===== src/rtl/cpsr_unit_pkg.sv =====
// Shared defines for the CPSR unit: flag-setting op codes, flag bit indices,
// branch condition codes with their evaluation helper, and the exception FSM states.
package cpsr_unit_pkg;

  localparam logic [2:0] FOP_NONE  = 3'd0;
  localparam logic [2:0] FOP_ADD   = 3'd1;
  localparam logic [2:0] FOP_SUB   = 3'd2;
  localparam logic [2:0] FOP_LOGIC = 3'd3;
  localparam logic [2:0] FOP_LOAD  = 3'd4;

  localparam int FLAG_N = 3;
  localparam int FLAG_Z = 2;
  localparam int FLAG_C = 1;
  localparam int FLAG_V = 0;

  localparam logic [2:0] COND_JMP = 3'd0;
  localparam logic [2:0] COND_JEQ = 3'd1;
  localparam logic [2:0] COND_JNE = 3'd2;
  localparam logic [2:0] COND_JGT = 3'd3;
  localparam logic [2:0] COND_JGE = 3'd4;
  localparam logic [2:0] COND_JLT = 3'd5;
  localparam logic [2:0] COND_JLE = 3'd6;

  typedef enum logic {
    ST_NORMAL = 1'b0,
    ST_EXC    = 1'b1
  } exc_state_e;

  // Signed comparisons after a SUB: "greater or equal" means N==V.
  function automatic logic cond_taken(input logic [2:0] cond, input logic [3:0] f);
    logic ge;
    ge = (f[FLAG_N] == f[FLAG_V]);
    case (cond)
      COND_JMP: cond_taken = 1'b1;
      COND_JEQ: cond_taken = f[FLAG_Z];
      COND_JNE: cond_taken = ~f[FLAG_Z];
      COND_JGT: cond_taken = ge & ~f[FLAG_Z];
      COND_JGE: cond_taken = ge;
      COND_JLT: cond_taken = ~ge;
      COND_JLE: cond_taken = ~ge | f[FLAG_Z];
      default:  cond_taken = 1'b0;
    endcase
  endfunction

endpackage


===== src/rtl/cpsr_unit_flag_calc.sv =====
// Combinational flag arithmetic: produces the flag word a flag write would
// store, given the current flags. Unused op codes return the current flags.
module flag_calc
  import cpsr_unit_pkg::*;
#(
  parameter int DATA_W = 16
) (
  input  logic [2:0]        flag_op,
  input  logic [DATA_W-1:0] op_a,
  input  logic [DATA_W-1:0] op_b,
  input  logic [DATA_W-1:0] logic_res,
  input  logic [3:0]        cpsr_wdata,
  input  logic [3:0]        cpsr_cur,
  output logic [3:0]        flags_new
);

  logic [DATA_W:0] sum;
  logic [DATA_W:0] diff;
  logic            a_msb;
  logic            b_msb;

  assign sum   = {1'b0, op_a} + {1'b0, op_b};
  assign diff  = {1'b0, op_a} - {1'b0, op_b};
  assign a_msb = op_a[DATA_W-1];
  assign b_msb = op_b[DATA_W-1];

  always_comb begin
    flags_new = cpsr_cur;
    case (flag_op)
      FOP_ADD: begin
        flags_new[FLAG_N] = sum[DATA_W-1];
        flags_new[FLAG_Z] = ~|sum[DATA_W-1:0];
        flags_new[FLAG_C] = sum[DATA_W];
        flags_new[FLAG_V] = (a_msb == b_msb) && (sum[DATA_W-1] != a_msb);
      end
      FOP_SUB: begin
        flags_new[FLAG_N] = diff[DATA_W-1];
        flags_new[FLAG_Z] = ~|diff[DATA_W-1:0];
        // Borrow out of the extended subtraction is the inverse of carry.
        flags_new[FLAG_C] = ~diff[DATA_W];
        flags_new[FLAG_V] = (a_msb != b_msb) && (diff[DATA_W-1] != a_msb);
      end
      FOP_LOGIC: begin
        flags_new[FLAG_N] = logic_res[DATA_W-1];
        flags_new[FLAG_Z] = ~|logic_res;
      end
      FOP_LOAD: flags_new = cpsr_wdata;
      default:  flags_new = cpsr_cur;
    endcase
  end

endmodule


===== src/rtl/cpsr_unit.sv =====
// Condition flag register {N,Z,C,V} with one-level exception save/restore (SPSR).
// Optional same-cycle forwarding of the next flag value under macro CPSR_FWD_EN.
module cpsr_unit
  import cpsr_unit_pkg::*;
#(
  parameter int DATA_W = 16
) (
  input  logic              clk,
  input  logic              rst_n,
  input  logic              flag_we,
  input  logic [2:0]        flag_op,
  input  logic [DATA_W-1:0] op_a,
  input  logic [DATA_W-1:0] op_b,
  input  logic [DATA_W-1:0] logic_res,
  input  logic [3:0]        cpsr_wdata,
  input  logic              exc_enter,
  input  logic              exc_return,
  output logic [3:0]        cpsr_out,
  output logic [3:0]        cpsr_fwd,
  output logic [3:0]        spsr_out,
  output logic              in_exc,
  output logic              exc_err
);

  exc_state_e state_q, state_d;
  logic [3:0] cpsr_q, cpsr_d;
  logic [3:0] spsr_q, spsr_d;
  logic       err_q, err_d;
  logic [3:0] flags_new;
  logic [3:0] flags_wr;
  logic       legal_enter;
  logic       legal_return;

  flag_calc #(.DATA_W(DATA_W)) u_flag_calc (
    .flag_op    (flag_op),
    .op_a       (op_a),
    .op_b       (op_b),
    .logic_res  (logic_res),
    .cpsr_wdata (cpsr_wdata),
    .cpsr_cur   (cpsr_q),
    .flags_new  (flags_new)
  );

  always_ff @(posedge clk) begin
    if (!rst_n) begin
      state_q <= ST_NORMAL;
      cpsr_q  <= 4'b0000;
      spsr_q  <= 4'b0000;
      err_q   <= 1'b0;
    end else begin
      state_q <= state_d;
      cpsr_q  <= cpsr_d;
      spsr_q  <= spsr_d;
      err_q   <= err_d;
    end
  end

  // Enter and return together is an error; a legal return wins over a flag write,
  // while a legal enter saves the freshly computed flags.
  always_comb begin
    flags_wr     = flag_we ? flags_new : cpsr_q;
    legal_enter  = exc_enter && !exc_return && (state_q == ST_NORMAL);
    legal_return = exc_return && !exc_enter && (state_q == ST_EXC);
    err_d        = (exc_enter && exc_return) ||
                   (exc_enter && (state_q == ST_EXC)) ||
                   (exc_return && (state_q == ST_NORMAL));
    state_d      = state_q;
    cpsr_d       = flags_wr;
    spsr_d       = spsr_q;
    if (legal_enter) begin
      state_d = ST_EXC;
      spsr_d  = flags_wr;
    end else if (legal_return) begin
      state_d = ST_NORMAL;
      cpsr_d  = spsr_q;
    end
  end

  always_comb begin
    cpsr_out = cpsr_q;
    spsr_out = spsr_q;
    in_exc   = (state_q == ST_EXC);
    exc_err  = err_q;
`ifdef CPSR_FWD_EN
    cpsr_fwd = cpsr_d;
`else
    cpsr_fwd = cpsr_q;
`endif
  end

endmodule


===== config.mk =====
export PLATFORM = sky130hd
export DESIGN_NAME = cpsr_unit
export DESIGN_NICKNAME = d
export VERILOG_FILES = /design/src/rtl/cpsr_unit_pkg.sv /design/src/rtl/cpsr_unit_flag_calc.sv /design/src/rtl/cpsr_unit.sv
export SDC_FILE = /design/constraint.sdc
export NUM_CORES = 1
export LEC_CHECK = 0
export ABC_AREA = 1
export CORE_MARGIN = 5
export CORE_UTILIZATION = 46
export CTS_CLUSTER_DIAMETER = 80
export DETAILED_ROUTE_END_ITERATION = 6
export PLACE_DENSITY = 0.76
export SYNTH_ARGS = -nofsm -noshare
export SYNTH_HDL_FRONTEND = slang
export SYNTH_SLANG_ARGS = --single-unit

===== constraint.sdc =====
create_clock -name clk -period 2.1 [get_ports clk]
set_input_delay 0.42 -clock clk [delete_from_list [all_inputs] [get_ports clk]]
set_output_delay 0.42 -clock clk [all_outputs]
set_load 0.01 [all_outputs]

# ---- Yosys cells after proc, flatten, opt, wreduce, memory -nomap -nowiden
# Cells that the tools add are included.
dict set report op_classes {
  addsub 2
  n_mul 0
  div 0
  magnitude_cmp 0
  n_eq_ne 8
  n_shift 0
  n_mux 7
  bitwise_logic 2
  n_reduce_logical 20
}
# operator n
set op_table {}
lappend op_table {{$reduce_or A16 Y1} 3}
lappend op_table {{$add A16 B16 Y17} 1}
lappend op_table {{$sub A16 B16 Y17} 1}
lappend op_table {{$mux W4} 3}
lappend op_table {{$logic_and A1 B1 Y1} 9}
lappend op_table {{$pmux W2 S4} 1}
lappend op_table {{$eq A3 B2 Y1 const B} 2}
lappend op_table {{$pmux W2 S3} 1}
lappend op_table {{$logic_not A1 Y1} 5}
lappend op_table {{$eq A3 B1 Y1 const B} 1}
lappend op_table {{$eq A3 B3 Y1 const B} 1}
lappend op_table {{$ne A1 B1 Y1} 3}
lappend op_table {{$logic_or A1 B1 Y1} 2}
lappend op_table {{$mux W1} 2}
lappend op_table {{$not A1 Y1} 2}
lappend op_table {{$reduce_bool A2 Y1} 1}
lappend op_table {{$eq A1 B1 Y1} 1}
dict set report word_totals {
  regBits 10
  latch_bits 0
  mem_bits_rw 0
  romBits 0
  inputBits 60
  output_inout_bits 14
  mem_count 0
}

# ---- Depth between registers and ports, before layout
# Gate-level depths: netlist of the first run.
dict set report depth {
  ltp_word 7
  ltp_mapped 19
  mapped_depth_nobuf 18
}

# ---- Cells and area by module
# From an unflattened synthesis of the first run, not the netlist that was laid out.
dict set report hier_totals {
  hier_cells 552
  area_unflattened_um2 3029.2
}
# mod instances cells_each area_each_um2 seq_area_each_um2
set by_module_without_submodules {}
lappend by_module_without_submodules {flag_calc 1 466 2486.1 0.0}
lappend by_module_without_submodules {cpsr_unit 1 86 543.0 200.2}

# ---- Least setup slack after synthesis of the first run
# No wires, ideal clock.
dict set report synth_path {
  path_type {input -> register}
  startpoint {input op_a[0]}
  endpoint {register cpsr_q[2] (netlist: cpsr_fwd[2])}
  setup_ns 0.071
  arrival_time_ns 1.978
  required_time_ns 2.029
  path_slack_ns 0.051
  cell_stages 17
  n_path_buf 0
  cell_sequence {ha_1 -> fa_1 -> nand2_2 -> nand2_2 -> nand3_2 -> nand2_2 -> nand2_1 -> nand2_1 -> nand2_1 -> nand2_1 -> nor2_1 -> nand2_1 -> nor2_1 -> nand2_1 -> nand3_1 -> nand2_1 -> a21oi_1}
}
dict set report synth_via {
  elab_chain_len 7
  elab_cells_between_ends 10
  cone_classes {add/sub: 2; mux: 4; reduce/logical: 4}
}
# element line
set synth_lines {}
lappend synth_lines {{start: declaration} cpsr_unit.sv:12} ;# input logic [DATA_W-1:0] op_a,
lappend synth_lines {{$sub A16 B16 Y17 / $add A16 B16 Y17 (equally long branches)} {cpsr_unit_flag_calc.sv:23, cpsr_unit_flag_calc.sv:22}}
lappend synth_lines {{$reduce_or A16 Y1 (on tied branches)} {cpsr_unit_flag_calc.sv:38, cpsr_unit_flag_calc.sv:32}}
lappend synth_lines {{$logic_not A1 Y1 (on tied branches)} {cpsr_unit_flag_calc.sv:38, cpsr_unit_flag_calc.sv:32}}
lappend synth_lines {{$pmux W2 S4 (*)} cpsr_unit_flag_calc.sv:29} ;# case (flag_op)
lappend synth_lines {{$mux W4 (*)} cpsr_unit.sv:61} ;# flags_wr = flag_we ? flags_new : cpsr_q;
lappend synth_lines {{$mux W4} cpsr_unit.sv:73} ;# end else if (legal_return) begin
lappend synth_lines {{$mux W4 (*)} cpsr_unit.sv:70} ;# if (legal_enter) begin
lappend synth_lines {{end signal: assignment} cpsr_unit.sv:52} ;# cpsr_q <= cpsr_d;
lappend synth_lines {{end: declaration} cpsr_unit.sv:26} ;# logic [3:0] cpsr_q, cpsr_d;
# Every way passes the cells marked *; elsewhere a longest branch is shown, timed or not.
# A chain may end at the register's enable or synchronous reset.

# ---- Worst setup path in the final report of the first run
dict set report layout_path {
  startpoint {input op_b[9]}
  endpoint {register cpsr_q[2] (netlist: cpsr_fwd[2])}
}
dict set report layout_via {
  elab_chain_len 7
  elab_cells_between_ends 10
  cone_classes {add/sub: 2; mux: 4; reduce/logical: 4}
}
# element line
set layout_lines {}
lappend layout_lines {{start: declaration} cpsr_unit.sv:13} ;# input logic [DATA_W-1:0] op_b,
lappend layout_lines {{$sub A16 B16 Y17 / $add A16 B16 Y17 (equally long branches)} {cpsr_unit_flag_calc.sv:23, cpsr_unit_flag_calc.sv:22}}
lappend layout_lines {{$reduce_or A16 Y1 (on tied branches)} {cpsr_unit_flag_calc.sv:38, cpsr_unit_flag_calc.sv:32}}
lappend layout_lines {{$logic_not A1 Y1 (on tied branches)} {cpsr_unit_flag_calc.sv:38, cpsr_unit_flag_calc.sv:32}}
lappend layout_lines {{$pmux W2 S4 (*)} cpsr_unit_flag_calc.sv:29}
lappend layout_lines {{$mux W4 (*)} cpsr_unit.sv:61}
lappend layout_lines {{$mux W4} cpsr_unit.sv:73}
lappend layout_lines {{$mux W4 (*)} cpsr_unit.sv:70}
# Marks and branches as above.

==> results of run 1 <==
synth_stat cells, types with 2 or more instances:
cell      number
or2_2          2
nand2_1      172
buf_4          6
o21bai_1       2
nor3_1         4
inv_2          7
a21oi_2        6
dfxtp_1       10
nor3_2         2
buf_6          8
a21oi_1       24
ha_1          32
o21ai_0       12
nor2_4         3
buf_2          2
nand2_2       20
nand4_1       10
a21oi_4        2
inv_1         91
nand3_1       49
nor2_1        39
nor4_1         4
nor2_2         9
nand3_2        4
state kept, by name (all words and copies together), names as in the netlist:
register,cells
exc_err,1
cpsr_fwd,4
spsr_out,4
in_exc,1
final cells by class:
type,count,area [sq um],area share [%]
sequential,10,200.2,4.137
timing repair buffer,146,1234,25.49
inverter,100,385.4,7.963
clock buffer,4,55.05,1.138
multi-input combinational,410,2869,59.28
tap,77,96.34,1.991
critical path: stages:
cell             delay (ps)
clkdlybuf4s15_1         190
inv_2                    50
ha_4                    350
nand2_4                  80
inv_2                    80
nand2_2                  90
nor3_4                  200
nand2_2                 100
nand2_1                 100
nand2_1                  50
nand2_1                  50
nand2_1                  50
nor2_1                   80
nand2_1                  70
nand3_2                  70
nand2_2                  70
a21oi_2                 130
stage by stage:
stage	instance area (sq um)	setup slack, ps	std cells	util, %
4_1_cts	4569	1.477	741	72.37
5_1_grt	4840	-87.58	747	76.65
3_3_place_gp	4073	-674.8	726	64.51
6_report	4840	36.20	747	76.65
2_1_floorplan	2970	50.78	536	-
3_5_place_dp	4073	-738.4	726	64.51
cells in the final DEF, fill, tap and decap left out, drive strengths merged, types with 3 or more instances in the layout:
cell / netlist / final
o21bai: 3 / 3
nand3: 53 / 53
nand2: 193 / 193
o21ai: 13 / 13
clkbuf: 0 / 17
clkdlybuf4s15: 0 / 3
dlygate4sd2: 0 / 5
inv: 99 / 99
nor3: 7 / 7
a21oi: 32 / 32
nor4: 4 / 4
buf: 16 / 82
or2: 3 / 3
nor2: 51 / 51
nand4: 10 / 10
ha: 32 / 32
clkdlybuf4s50: 0 / 43
dfxtp: 10 / 10
metal layers:
| metal | GRT usage [%] | vias up |
|---|---|---|
| li1 | - | 1941 |
| met1 | 28.57 | 1761 |
| met2 | 45.12 | 151 |
| met3 | 3.000 | 34 |
| met4 | 7.320 | 0 |
| met5 | 0 | - |
cells by family (layout without fill, tap and decap cells):
| group | after synthesis | in the layout | synth area share (%) |
|---|---|---|---|
| xor gates and xnor gates | 2 | 2 | 0.5898 |
| AOI/OAI and AO/OA | 53 | 53 | 11.25 |
| adders and majority gates | 33 | 33 | 14.15 |
| and+or+nand+nor | 322 | 322 | 49.58 |
| buffers and inverters | 116 | 250 | 17.69 |
| DFF | 10 | 10 | 6.740 |
worst paths after layout:
kind                        from                      to  slack (ps)  cells after the start
min reg2reg  in_exc$_SDFFE_PN0P_      exc_err$_SDFF_PN0_         580                      1
max reg2reg  in_exc$_SDFFE_PN0P_  cpsr_fwd[1]$_SDFF_PN0_         910                      3
max                      op_b[9]  cpsr_fwd[2]$_SDFF_PN0_          40                     17
min          in_exc$_SDFFE_PN0P_      exc_err$_SDFF_PN0_         580                      1
power by group:
part           internal, W  switching, W
combinational     0.000615      0.000714
sequential        0.000206     0.0000140
clock             0.000165     0.0000781
total             0.000986      0.000806
what timing repair did:
item                                    4_1_cts  5_1_grt
endpoints found under the setup margin        8        8
hold buffers                                  0        0
pin swaps                                    61       81
setup buffers                                11        6
resized for setup                           157      107
==> flow_summary.json, run 1 <==
{
  "outcome": "complete, no violations",
  "netlist.area_leader.share_pct": 21.74,
  "rsz0062_at_grt": "yes",
  "fin_setup_tns_ps": 0,
  "num_vias": 3887,
  "ioPinCount": 74,
  "wl_met1_um": 4199,
  "relSlewSlack_pct": 78.10,
  "min_period_over_period_pct": 98.28,
  "top_layer": "met4",
  "critPathMaxFanout": 7,
  "diodes": 0,
  "cts.htree.levels": 1,
  "setup_viol": 0,
  "track_usage_pct": 24.24,
  "maxCapViolations": 0,
  "synth_cell_types": 40,
  "whs_ps": 575.4,
  "syn_to_final_growth_pct": 62.93,
  "drv_slew": 0,
  "max_slew.worst_pin.slew_ps": 325.0,
  "peakVddDrop_mv": 0.4162,
  "core_sq_um": 6314,
  "die_y_um": 90.36,
  "grt_pass1_vias": 3899,
  "critPathLaunchType": "input pin",
  "met3WireLength_um": 559,
  "clock_sinks": 10,
  "drive_above_1_share_pct": 41.64,
  "num-nets-final": 764,
  "yosysWarnings": 0,
  "syn_area_sq_um": 2970,
  "critPathCaptureType": "flop",
  "p_leak_nw": 2.461,
  "drt_iter0_drc": 178,
  "die-area_sq_um": 8164,
  "seq_area_frac_synth_pct": 6.740,
  "wl_met2_um": 5436,
  "drc": 0,
  "synthFlopType": "dfxtp_1",
  "async_flop_share_pct": 0,
  "drt_first_pass_iters": 5,
  "wirelength_um": 10540,
  "cts_buffer_depth": 2,
  "fill_cells": 477,
  "fmax_mhz": 484.5,
  "cts.clk_slew.worst_paths_ps": 50,
  "tritoncts": "built",
  "final_antenna_net_count": 0,
  "hold_path.class": "reg2reg",
  "die-width_um": 90.36,
  "synth_seq_cells": 10,
  "antenna_found_initial": 0,
  "cts-root-buf": "clkbuf_8",
  "start_util_pct": 47.05,
  "finalHoldViolations": 0,
  "synth_edf_count": 0,
  "yosys-top-cells-area": "nand2_1, ha_1, inv_1",
  "p_total_w": 0.001792,
  "grt_overflow": 0,
  "postSynthCellCount": 536,
  "cp.arrival_ps": 2240,
  "power.density_nw_per_um2": 370.2,
  "grt_max_degree": 10,
  "fin_crit_ps": 2064,
  "dp_hpwl_um": 7864,
  "worstSetupPathType": "in2reg",
  "syn-num-nets": 629,
  "avgSynthCellArea_sq_um": 5.542,
  "grt_pass1_wl_um": 17150,
  "critPathRequiredTime_ps": 2270,
  "finClkSkew_ps": 0.3016,
  "routabilityCongestion": 0.8914,
  "post_drt_via_cell_ratio": 5.203,
  "synth_top_area_cell": "nand2_1",
  "wl_per_cell_um": 14.11,
  "port_buffers": 73,
  "cts_buffers": 3,
  "row_count": 29,
  "clock_latency_ps": 240
}
(Power assumes the default switching activity.)
==> inputs of run 2 (changes only) <==
--- a/config.mk
+++ b/config.mk
@@ -9,6 +9,7 @@
 export CORE_MARGIN = 5
 export CORE_UTILIZATION = 46
 export CTS_CLUSTER_DIAMETER = 80
+export CTS_CLUSTER_SIZE = 8
 export DETAILED_ROUTE_END_ITERATION = 6
 export PLACE_DENSITY = 0.76
 export SYNTH_ARGS = -nofsm -noshare
==> results of run 2 <==
No change in the layout: final DEF, timing and power equal those of run 1.
==> inputs of run 3 (changes only) <==
--- a/config.mk
+++ b/config.mk
@@ -9,7 +9,7 @@
 export CORE_MARGIN = 5
 export CORE_UTILIZATION = 46
 export CTS_CLUSTER_DIAMETER = 80
-export CTS_CLUSTER_SIZE = 8
+export CTS_CLUSTER_SIZE = 10
 export DETAILED_ROUTE_END_ITERATION = 6
 export PLACE_DENSITY = 0.76
 export SYNTH_ARGS = -nofsm -noshare
==> results of run 3 <==
No change in the layout: final DEF, timing and power equal those of run 1.
